File: config.mk
export PLATFORM = sky130hd
export DESIGN_NAME = serial_subtractor
export DESIGN_NICKNAME = d
export VERILOG_FILES = /design/src/rtl/serial_subtractor.sv
export SDC_FILE = /design/constraint.sdc
export NUM_CORES = 1
export LEC_CHECK = 0
export ABC_AREA = 1
export BUFFER_PORTS_ARGS = -buffer_cell sky130_fd_sc_hd__buf_2
export CAP_MARGIN = 20
export CORE_MARGIN = 3
export CORE_UTILIZATION = 40
export DETAILED_ROUTE_END_ITERATION = 12
export HOLD_SLACK_MARGIN = 0.15
export SYNTH_ARGS = -nofsm -noshare
export SYNTH_HDL_FRONTEND = slang
export SYNTH_SLANG_ARGS = --single-unit
File: constraint.sdc
create_clock -name clk -period 2.3 [get_ports clk]
set_input_delay 0.23 -clock clk [delete_from_list [all_inputs] [get_ports clk]]
set_output_delay 0.23 -clock clk [all_outputs]
set_load 0.02 [all_outputs]
File: src/rtl/serial_subtractor.sv
// Bit-serial two's-complement subtractor (diff = a - b - bin), LSB first, valid/ready on both sides.
// Optional NZCV flag generation is enabled by defining SERIAL_SUB_FLAGS_EN.
module serial_subtractor #(
    parameter int WIDTH = 64
) (
    input  logic             clk,
    input  logic             reset,
    input  logic             in_valid,
    output logic             in_ready,
    input  logic [WIDTH-1:0] a,
    input  logic [WIDTH-1:0] b,
    input  logic             bin,
    output logic             out_valid,
    input  logic             out_ready,
    output logic [WIDTH-1:0] diff,
    output logic             bout,
    output logic             flag_n,
    output logic             flag_z,
    output logic             flag_c,
    output logic             flag_v
);

    localparam int CW = $clog2(WIDTH);
    localparam logic [CW-1:0] LAST = CW'(WIDTH - 1);

    typedef enum logic [1:0] {
        S_IDLE,
        S_BUSY,
        S_DONE
    } state_t;

    state_t r_state;
    state_t w_state_next;

    logic [WIDTH-1:0] r_a;
    logic [WIDTH-1:0] r_b;
    logic [WIDTH-1:0] r_diff;
    logic             r_brw;
    logic [CW-1:0]    r_cnt;

    logic w_d;
    logic w_brw_next;
    logic w_last;
    logic w_accept;
    logic w_busy;

    always_comb begin
        w_d        = r_a[0] ^ r_b[0] ^ r_brw;
        w_brw_next = (~r_a[0] & r_b[0]) | (~(r_a[0] ^ r_b[0]) & r_brw);
        w_last     = (r_cnt == LAST);
        w_busy     = (r_state == S_BUSY);
        w_accept   = (r_state == S_IDLE) && in_valid;
    end

    always_ff @(posedge clk) begin
        if (reset) begin
            r_state <= S_IDLE;
        end else begin
            r_state <= w_state_next;
        end
    end

    always_comb begin
        w_state_next = r_state;
        in_ready     = 1'b0;
        out_valid    = 1'b0;
        case (r_state)
            S_IDLE: begin
                in_ready = 1'b1;
                if (in_valid) begin
                    w_state_next = S_BUSY;
                end
            end
            S_BUSY: begin
                if (w_last) begin
                    w_state_next = S_DONE;
                end
            end
            S_DONE: begin
                out_valid = 1'b1;
                if (out_ready) begin
                    w_state_next = S_IDLE;
                end
            end
            default: begin
                w_state_next = S_IDLE;
            end
        endcase
    end

    // Result bits enter at the MSB so that after WIDTH shifts bit 0 sits at diff[0].
    always_ff @(posedge clk) begin
        if (reset) begin
            r_a    <= '0;
            r_b    <= '0;
            r_diff <= '0;
            r_brw  <= 1'b0;
            r_cnt  <= '0;
        end else if (w_accept) begin
            r_a    <= a;
            r_b    <= b;
            r_diff <= '0;
            r_brw  <= bin;
            r_cnt  <= '0;
        end else if (w_busy) begin
            r_a    <= r_a >> 1;
            r_b    <= r_b >> 1;
            r_diff <= {w_d, r_diff[WIDTH-1:1]};
            r_brw  <= w_brw_next;
            r_cnt  <= r_cnt + CW'(1);
        end
    end

    assign diff = r_diff;
    assign bout = r_brw;

`ifdef SERIAL_SUB_FLAGS_EN
    logic r_any;
    logic r_fn;
    logic r_fz;
    logic r_fc;
    logic r_fv;

    // On the last BUSY cycle r_a[0]/r_b[0] are the operand MSBs and w_d is the result MSB.
    always_ff @(posedge clk) begin
        if (reset) begin
            r_any <= 1'b0;
            r_fn  <= 1'b0;
            r_fz  <= 1'b0;
            r_fc  <= 1'b0;
            r_fv  <= 1'b0;
        end else if (w_accept) begin
            r_any <= 1'b0;
        end else if (w_busy) begin
            r_any <= r_any | w_d;
            if (w_last) begin
                r_fn <= w_d;
                r_fz <= ~(r_any | w_d);
                r_fc <= ~w_brw_next;
                r_fv <= (r_a[0] ^ r_b[0]) & (r_a[0] ^ w_d);
            end
        end
    end

    assign flag_n = r_fn;
    assign flag_z = r_fz;
    assign flag_c = r_fc;
    assign flag_v = r_fv;
`else
    assign flag_n = 1'b0;
    assign flag_z = 1'b0;
    assign flag_c = 1'b0;
    assign flag_v = 1'b0;
`endif

endmodule
# Word level (Yosys, flattened, before mapping)
# Index checks and enable logic that the tools add are counted.
# totals
input_bits	133
word_cells	37
regBits	201
output_inout_bits	71
# op_classes
n_bitwise	7
eq_ne	6
n_reduce_logical	5
n_addsub	1
muxes	12
# ops
cell	count
$mux 64	4
$add 6x1->6 const B	1
$eq 6x6->1 const B	1
$mux 2	3
$ne 2x2->1 const B	3
$pmux 2 s3	1
$mux 1	4
$reduce_and 3->1	1
$and 1x1->1	2
$eq 2x1->1 const B	1
$eq 2x2->1 const B	1
$logic_not 2->1	1
$not 1->1	2
$reduce_bool 2->1	1
$reduce_or 2->1	1
$xor 1x1->1	2
$logic_and 1x1->1	1
$or 1x1->1	1

# Logic depth before layout (Yosys ltp)
# Gate-level depths: netlist (run 1).
# logic_depth
ltp_word	6
mapped_depth	7

# Least setup slack after synthesis (run 1)
# Ideal clock, no wire load.
# synth_timing
path_kind	register to register
start	register r_state[1]
end	register r_diff[53], in the netlist diff[53]
path_buffers	2
setup_ns	0.120
slack_ns	0.850
path_stages_with_launch	7
arrival_time_ns	1.330
cell_sequence	dfxtp_1 > nor2_2 > nand2_1 > nand2_1 > buf_2 > buf_2 > a21oi_1
# synth_between
elab_chain_len	3
word_cells_on_any_way	4
cone_classes	1 x eq/ne; 3 x reduce/logical
# synth_rtl
element	line_no	source
start, declared	32	state_t r_state;
start signal, assigned	59	r_state <= w_state_next;
$logic_not 2->1	52	w_accept = (r_state == S_IDLE) && in_valid;
$logic_and 1x1->1	52	
$reduce_or 2->1 (no source line)	n/a	
end signal, assigned	108	r_diff <= {w_d, r_diff[WIDTH-1:1]};
end, declared	37	logic [WIDTH-1:0] r_diff;
# Several ways; a longest one is shown, not always the timed one.
# A chain may end at the register's enable or synchronous reset.

# Final worst setup path (run 1)
# layout_timing
start	register r_state[0]
end	register r_a[35]
# layout_between
elab_chain_len	3
word_cells_on_any_way	5
cone_classes	1 x eq/ne; 1 x mux; 3 x reduce/logical
# layout_rtl
element	line_no	source
$logic_not 2->1	52	
$logic_and 1x1->1	52	
$mux 64 or $reduce_bool 2->1 (tied branches)	n/a	
end signal, assigned	106	r_a <= r_a >> 1;
end, declared	35	logic [WIDTH-1:0] r_a;
# Several ways; a longest one is shown, not always the timed one.

==> metrics.txt, run 1 <==
Worst Path Buf+Inv=3; Mapped Cells=1045; crit path kind=flip-flop to flip-flop; Synth area leaders=dfxtp_1 (52%), nand2_1 (26%), a31oi_1 (10%); mapped cell area=0.00775 mm2; pre-CTS setup slack=approximately 600 ps; Final Power=7.95 mW; worst vdd ir=526 uV; Inserted Clock Buffers=21; share of the synthesized area in the top cell type=51.9%; Synth Area in Compound Gates=15.2%; unrepaired setup endpoints after global routing=false; area grow syn2layout=41.5%; CTS Buffer Depth=3; ys async rst share=0%; Detail Route Antenna Nets=0; final setup violating endpoints=0; final period utilization=92.4%; Final WS setup=175 ps; total wire length=21700 um; Non-Filler Instances=1609; nets=1472; Starting Density=41.0%; Data required, critical path=2740 ps; Finished Cell Area=about 0.011 mm2; Cell Pwr Density=725 mW/mm2; Post-synth EDFFs=0; I/O pin count=between 200 and 250; commonest cells in the netlist=nand2_1 (527), dfxtp_1 (201), a31oi_1 (127); slowest CP cell=dlygate4sd3_1; Tot GR Track Use=19.8%; die width=145 um; Period minus WS final=2120 ps; num rows=50; largest net degree at the start of global routing=~120; clk sinks=about 200; Max Clock Skew=17.4 ps; vias per cell=4.86; register bit total from synthesis=between 200 and 250; worst hold path type=flip-flop to flip-flop; first-pass detailed-route iteration total=5; Critical Path End Type=flip-flop; Syn. warnings=0; Fillers=about 1700; dominant synthesized flop cell=dfxtp_1; Root Driver=clkbuf_16; Slew Viols, Final=0; Mapped Avg Cell Area=about 7.4 um2; grt total ovfl=0; first-pass GRT wire length=36200 um; Detailed Place HPWL=12000 um; starting DRC count in detailed routing=between 400 and 500; Area after DPL=0.00890 mm2; WP data arrival=2560 ps; startpoint types=flip-flop; WL per Instance=13.5 um; cell taking the most area after synthesis=dfxtp_1; DRC viols=0; most frequent cell after synthesis=nand2_1; CTS Hold Bufs=139; Setup Fix Bufs, Post-CTS=0; multiplexer share of the synthesized area=0%; placed cell count=~1400; register area share after synthesis=51.9%; Final TNS setup=0 ps; Slowest Stage Delay on Critical Path=570 ps; Worst-Skew Late Latency=slightly below 500 ps; Netlist cell types=23; static leakage=4.28 nW; H-tree Lvls=1; Die H=145 um; worst slew pin tran=744 ps; core region area=0.0189 mm2; status=finished clean; Reg clk slew, reported paths=60 ps; MaxCap Viol Count=0; layout cells sized above 1=approximately 18%; CTS tree=built; CP Cell Sequence=inv_2 > nor2_4 > buf_12 > nand2_1 > a31oi_1 > dlygate4sd3_1; Crit Path Max Fanout=roughly 120; Post-Synth Simple-Gate Area=a little over a quarter; Post-Synth Adder-Cell Area=less than 1%; CP top delay family=buffers and inverters; via count=approximately 8000; max_slew headroom=50.2%; Final Hold Viols=0; Post-Synth XOR/XNOR Area=0%; Max Clk Rate=0.471 GHz; gpl congestion=approximately 0.75; combinational family with the most area after synthesis=simple AND/OR/NAND/NOR gates; vias in the first global route=7387; Die ar.=0.0211 mm2; # resized after CTS=0; initial antenna violation count=1; quantity of I/O buffers inserted on ports=199
[worst reg2reg max path: cells and delay by family, from the launching register on]
kind | cells | cell delay, ps
compound gates | 1 | 200
buf+inv | 3 | 1060
flops | 1 | 480
simple gates | 2 | 320
[cell usage in the layout (no fill, tap or decap)]
cell type	n
nor2_1	6
ha_1	1
nor3b_1	2
fa_1	1
inv_1	12
clkinv_2	4
dlygate4sd3_1	139
inv_6	1
a31oi_1	127
bufinv_16	2
nand4_1	1
buf_2	198
buf_4	1
clkbuf_8	3
nor2_2	1
nand3_1	3
dfxtp_1	201
nor3_1	1
diode_2	1
conb_1	4
inv_2	1
o21ai_1	1
o21ai_4	1
clkbuf_1	3
a21oi_1	72
o21ai_0	2
nand2_1	525
clkinvlp_4	1
clkbuf_16	21
nor2_4	1
nand2_2	2
buf_12	10
[where the power goes]
group,internal [mW],leakage [nW],switching [mW]
sequential,3.63,1.64,0.0806
clock,1.99,0.329,1.35
combinational,0.416,2.32,0.487
[path summary, 6_finish.rpt]
check	from	endpoint	slack, ps	cells after the start
worst max-delay path	r_state[0]	r_a[35]	180	6
worst min register to register	diff[0]	diff[0]	460	2
worst max register to register	r_state[0]	r_a[35]	180	6
worst min-delay path	diff[0]	diff[0]	460	2
[stage by stage]
step	hold WS, ps	util (%)
global placement	452	47.1
global route	491	58.0
CTS	465	58.0
finish	460	58.0
detailed placement	455	47.1
floorplan	374	-
[cell type report]
cell class / instances / area (um2) / area share (%)
Multi-Input combinational cell: 751 / 3300 / 30.1
Sequential cell: 201 / 4020 / 36.7
Inverter: 14 / 53.8 / 0.491
Timing Repair Buffer: 348 / 2590 / 23.6
Clock inverter: 7 / 91.3 / 0.833
Clock buffer: 27 / 578 / 5.27
Tap cell: 260 / 325 / 2.97
Antenna cell: 1 / 2.50 / 0.0228
[sequential cells by signal, indices dropped and copies added, names as in the netlist]
signal and cells:
bout 1, diff 64, r_a 64, r_b 64, r_cnt 6, r_state 2
[per-layer routing]
metal | vias to the layer above | routed length, um | track usage, %
met4 | 0 | 526 | 5.79
met5 | - | 0 | 0
met2 | 237 | 9900 | 32.4
met1 | 3558 | 10000 | 26.8
li1 | 3985 | - | -
met3 | 41 | 1230 | 3.84
[cell families after synthesis]
family                   count (synthesis)
AND/OR/NAND/NOR                        542
AO/OA/AOI/OAI                          203
flip-flops                             201
buffers and inverters                   96
adder cells (fa/ha/maj)                  2
other                                    1
No activity file was read; power rests on OpenSTA's default activity.
==> run 2: changes to the inputs <==
PLACE_DENSITY_LB_ADDON = 0.25   (was not set)
REMOVE_ABC_BUFFERS = 1   (was not set)
==> run 2 against run 1 <==
- maximum frequency up 13%
- critical endpoint is now r_a[47]
- highest routed layer unchanged
- die area unchanged
- largest power group is now the clock network
- clock-buffer cell count increased by 5
- setup slack better by 250 ps
- final area is 0.67% higher
- combinational power is essentially flat
- utilization up 0.39 points
- first-iteration DRC count is 14% higher
- sequential power about the same
==> metrics.txt, run 2 (synthesis results as in run 1) <==
first-pass GRT wire length=36400 um (+0.47%); Reg clk slew, reported paths=60 ps (about the same); startpoint types=flip-flop; core region area=0.0189 mm2 (unchanged); Tot GR Track Use=19.9% (+0.081 points); Max Clock Skew=9.21 ps (-8.15 ps); worst hold path type=primary input to flip-flop; nets=1471 (-0.068%); I/O pin count=204 (unchanged); num rows=50 (unchanged); Fillers=1702 (-2.1%); gpl congestion=0.772 (+3.0%); MaxCap Viol Count=0 (unchanged); area grow syn2layout=42.4%; H-tree Lvls=1 (unchanged); Worst-Skew Late Latency=490 ps (about the same); P_int=6.38 mW (+5.6%); Final TNS setup=0 ps (unchanged); Sw Ratio=23.7% (-0.36 points); die width=145 um (unchanged); Crit Path Max Fanout=43 (-64%); layout cells sized above 1=19.2% (+0.92 points); total wire length=21800 um (+0.66%); Detailed Place HPWL=12100 um (+0.43%); CTS tree=built; max_slew headroom=36.5% (-14 points); DRC viols=0 (unchanged); worst slew pin tran=949 ps (+204 ps); final period utilization=81.6% (-11 points); Comb pwr share=10.8% (-0.6 points); initial antenna violation count=1 (unchanged); starting DRC count in detailed routing=517 (+14%); via count=7997 (+2.3%); Detail Route Antenna Nets=0 (unchanged); Final Hold Viols=0 (unchanged); placed cell count=1439 (+0.28%); Finished Cell Area=0.0110 mm2 (+0.67%); P_sw=1.98 mW (+3.5%); WP data arrival=2280 ps (-280 ps); clk sinks=201 (unchanged); Setup Fix Bufs, Post-CTS=0 (unchanged); Data required, critical path=2710 ps (-30 ps); crit path kind=flip-flop to flip-flop; worst vdd ir=444 uV (-16%); Cell Pwr Density=757 mW/mm2 (+4.4%); Non-Filler Instances=1612 (+0.19%); Starting Density=41.0% (unchanged); Area after DPL=0.00892 mm2 (+0.20%); # resized after CTS=0 (unchanged); Period minus WS final=1880 ps (-247 ps); static leakage=4.32 nW (+0.92%); vias per cell=4.96 (+2.1%); reg2reg setup slack=420 ps (+250 ps); Slew Viols, Final=0 (unchanged); grt total ovfl=0 (unchanged); largest net degree at the start of global routing=91 (-25%); Final Power=8.36 mW (+5.1%); commonest cells after routing, fill and taps aside=nand2_1 (525), dfxtp_1 (201), buf_2 (198), dlygate4sd3_1 (132), a31oi_1 (127); WL per Instance=13.5 um (+0.47%); area taken by flip-flops and latches=0.00402 mm2 (unchanged); Inserted Clock Buffers=23 (+9.5%); quantity of I/O buffers inserted on ports=199 (unchanged); final setup violating endpoints=0 (unchanged); Flop pwr share=44.4% (-2.3 points); Root Driver=clkbuf_16; Die ar.=0.0211 mm2 (unchanged); multi-input combinational cell area=0.00330 mm2 (unchanged); first-pass detailed-route iteration total=5 (unchanged); Max Clk Rate=0.533 GHz (+13%); unrepaired setup endpoints after global routing=false; Critical Path End Type=flip-flop; vias in the first global route=7417 (+0.41%); clock power share=44.8% (+2.9 points); CTS Buffer Depth=3 (unchanged); commonest non-fill, non-tap cell in the layout=nand2_1; status=finished clean; Die H=145 um (unchanged)
## run 2: cell count changes in the layout (fill, tap and decap cells not counted)
cell,previous run,this run
dlygate4sd3_1,139,132
clkbuf_8,3,9
buf_4,1,6
clkbuf_1,3,0
clkbuf_16,21,23
buf_12,10,9
clkinv_2,4,5
clkinv_4,0,1
inv_6,1,0
## run 2: cell type report
cell class                 count  share of cell area, %
sequential                   201                   36.5
antenna                        1                 0.0227
clock inverter                 8                  0.873
inverter                      14                  0.487
tap                          260                   2.95
clock buffer                  32                   6.34
timing repair buffer         345                   23.0
multi-input combinational    751                   29.9
## run 2: path summary, 6_finish.rpt
path,start,to,depth (start not counted)
setup / recovery,r_state[0],r_a[47],4
hold / removal,in_valid,r_state[0],3
setup reg to reg,r_state[0],r_a[47],4
hold reg to reg,diff[0],diff[0],2
## run 2: what timing repair did
| item | in CTS | in global routing |
|---|---|---|
| hold buffers | 132 | 0 |
| setup endpoints to repair | 0 | 0 |
| hold endpoints to repair | 130 | 0 |
## run 2: worst max-delay path, stage by stage, from the launching register on
cell and delay (ps):
dfxtp_1 380, o21ai_4 780, buf_12 300, nand2_1 100
a31oi_1 200
## run 2: metrics by stage
| stage | hold slack (ps) | util (%) | setup WS [ps] |
|---|---|---|---|
| after floorplan | 299 | - | -904 |
| after global placement | 451 | 47.2 | 517 |
| after detailed placement | 456 | 47.2 | 497 |
| after CTS | 162 | 58.4 | 469 |
| after global routing | 187 | 58.4 | 299 |
| final | 176 | 58.4 | 423 |
## run 2: power by group through the flow
stage	registers [mW]	logic (mW)	clock network [mW]
6_report	3.71	0.900	3.75
5_1_grt	3.73	0.999	3.97
4_1_cts	3.71	0.886	3.83
3_5_place_dp	3.78	0.716	0
3_3_place_gp	3.79	0.709	0
2_1_floorplan	3.77	0.382	0
## run 2: metal layers
metal / vias to the layer above / global-route usage [%] / wire length [um]
met5: - / 0 / 0
met4: 0 / 4.70 / 452
met3: 42 / 3.72 / 1540
met2: 325 / 32.3 / 10000
met1: 3631 / 27.6 / 9800
li1: 3999 / - / -
==> run 3: changes to the inputs <==
clock period = 1.8 ns   (was 2.3 ns; I/O delays follow)
==> run 3 against run 2 <==
- register-to-register slack lost 170 ps
- combinational power grew 29%
- critical path depth shrank 1
- clock-buffer cell count shrank 2
- utilization shrank 0.47 points
- via count shrank 0.84%
- cell count shrank 0.12%
- wire length shrank 0.83%
- critical endpoint is now out_valid
- largest cell class unchanged
==> metrics.txt, run 3 (synthesis results as in run 1) <==
Tot GR Track Use=19.3% (-0.57 points); gpl congestion=0.763 (-1.2%); worst hold path type=flip-flop to flip-flop; static leakage=4.27 nW (-1.1%); I/O pin count=204 (unchanged); Data required, critical path=1620 ps (-1090 ps); slowest CP cell=dfxtp_1; num rows=50 (unchanged); multi-input combinational cell area=0.00330 mm2 (unchanged); Detailed Place HPWL=12500 um (+3.6%); Top Metal Used=met4; initial antenna violation count=1 (unchanged); WP data arrival=1400 ps (-880 ps); starting DRC count in detailed routing=492 (-4.8%); Die ar.=0.0211 mm2 (unchanged); Area after DPL=0.00895 mm2 (+0.36%); final period utilization=87.7%; Max Clock Skew=11.1 ps (+1.86 ps); commonest cells after routing, fill and taps aside=nand2_1 (525), dfxtp_1 (201), buf_2 (198), dlygate4sd3_1 (133), a31oi_1 (127); area grow syn2layout=41.3%; Root Driver=clkbuf_16; Setup Fix Bufs, Post-CTS=0 (unchanged); Final Hold Viols=0 (unchanged); crit path kind=flip-flop to output port; via count=7930 (-0.84%); Fillers=1741 (+2.3%); Critical Path End Type=output port; total wire length=21600 um (-0.83%); first-pass detailed-route iteration total=5 (unchanged); Starting Density=41.0% (unchanged); Crit Path Max Fanout=4 (-91%); Reg clk slew, reported paths=60 ps (about the same); DRC viols=0 (unchanged); worst vdd ir=727 uV (+64%); # resized after CTS=0 (unchanged); unrepaired setup endpoints after global routing=false; clk sinks=201 (unchanged); Worst-Skew Late Latency=490 ps (about the same); final setup violating endpoints=0 (unchanged); MaxCap Viol Count=0 (unchanged); grt total ovfl=0 (unchanged); area taken by flip-flops and latches=0.00402 mm2 (unchanged); largest net degree at the start of global routing=107 (+18%); met3 WL=1430 um (-7.5%); CP Cell Sequence=inv_1 > nor2_1 > buf_2; CTS Hold Bufs=133 (+0.76%); Routed met2 length=9720 um (-3.0%); layout cells sized above 1=18.8% (-0.49 points); Detail Route Antenna Nets=0 (unchanged); startpoint types=flip-flop; nets=1471 (unchanged); metal1 wirelength=10000 um (+2.4%); Cell Pwr Density=921 mW/mm2 (+22%); vias per cell=4.93 (-0.71%); final core occ=57.9% (-0.47 points); vias in the first global route=7306 (-1.5%); Die H=145 um (unchanged); Inserted Clock Buffers=21 (-8.7%); Finished Cell Area=0.0109 mm2 (-0.80%); Slew Viols, Final=0 (unchanged); status=finished clean; first-pass GRT wire length=35500 um (-2.5%); H-tree Lvls=1 (unchanged); CTS tree=built; CTS Buffer Depth=3 (unchanged); WL per Instance=13.4 um (-0.70%); Period minus WS final=around 1600 ps; quantity of I/O buffers inserted on ports=199 (unchanged); commonest non-fill, non-tap cell in the layout=nand2_1; core region area=0.0189 mm2 (unchanged); Max Clk Rate=roughly 0.63 GHz; die width=145 um (unchanged); Slowest Stage Delay on Critical Path=420 ps (-360 ps)
-- run 3: changes by cell type in the layout (fill, tap and decap cells not counted), moves of 2 or more --
cell	change
buf_12	+2
clkbuf_16	-2
clkbuf_1	+4
clkbuf_8	-4
-- run 3: layer usage --
layer | up-vias | GRT usage, %
met1 | 3639 | 27.8
met3 | 37 | 3.97
met2 | 272 | 30.2
met4 | 0 | 4.23
met5 | - | 0
li1 | 3982 | -
-- run 3: path summary, 6_finish.rpt --
path | start | to | slack (ps) | cells past startpoint
worst max register to register | r_state[0] | r_a[49] | 250 | 6
worst min-delay path | r_a[63] | r_a[63] | 470 | 2
worst min register to register | r_a[63] | r_a[63] | 470 | 2
worst max-delay path | r_state[1] | out_valid | 220 | 3
-- run 3: area by class of cell --
class / count / share of cell area (%)
sequential: 201 / 36.8
tap: 260 / 2.97
inverter: 14 / 0.491
multi-input combinational: 751 / 30.1
clock inverter: 6 / 0.503
clock buffer: 30 / 5.57
antenna: 1 / 0.0229
timing repair buffer: 347 / 23.6
-- run 3: report_power, final --
| group | internal [mW] | switching, mW | total (mW) | leakage [nW] |
|---|---|---|---|---|
| registers | 4.64 | 0.102 | 4.74 | 1.64 |
| logic | 0.538 | 0.621 | 1.16 | 2.30 |
| clock network | 2.48 | 1.70 | 4.18 | 0.333 |
| total | 7.67 | 2.42 | 10.1 | 4.27 |
-- run 3: per-stage QoR --
step | power [mW] | hold WS [ps] | setup TNS [ps] | setup WS, ps | instances
after detailed placement | 5.76 | 437 | 0 | 310 | 1440
after global placement | 5.76 | 431 | 0 | 355 | 1440
after floorplan | 5.31 | 249 | -244250 | -1400 | 966
after CTS | 10.2 | 471 | 0 | 196 | 1609
final | 10.1 | 469 | 0 | 221 | 1610
after global routing | 10.5 | 494 | 0 | 139 | 1610
-- run 3: critical path: cells and delay by family, from the launching register on --
kind                   cells  cell delay (ps)
AND/OR/NAND/NOR            1              170
flip-flops                 1              420
buffers and inverters      2              320
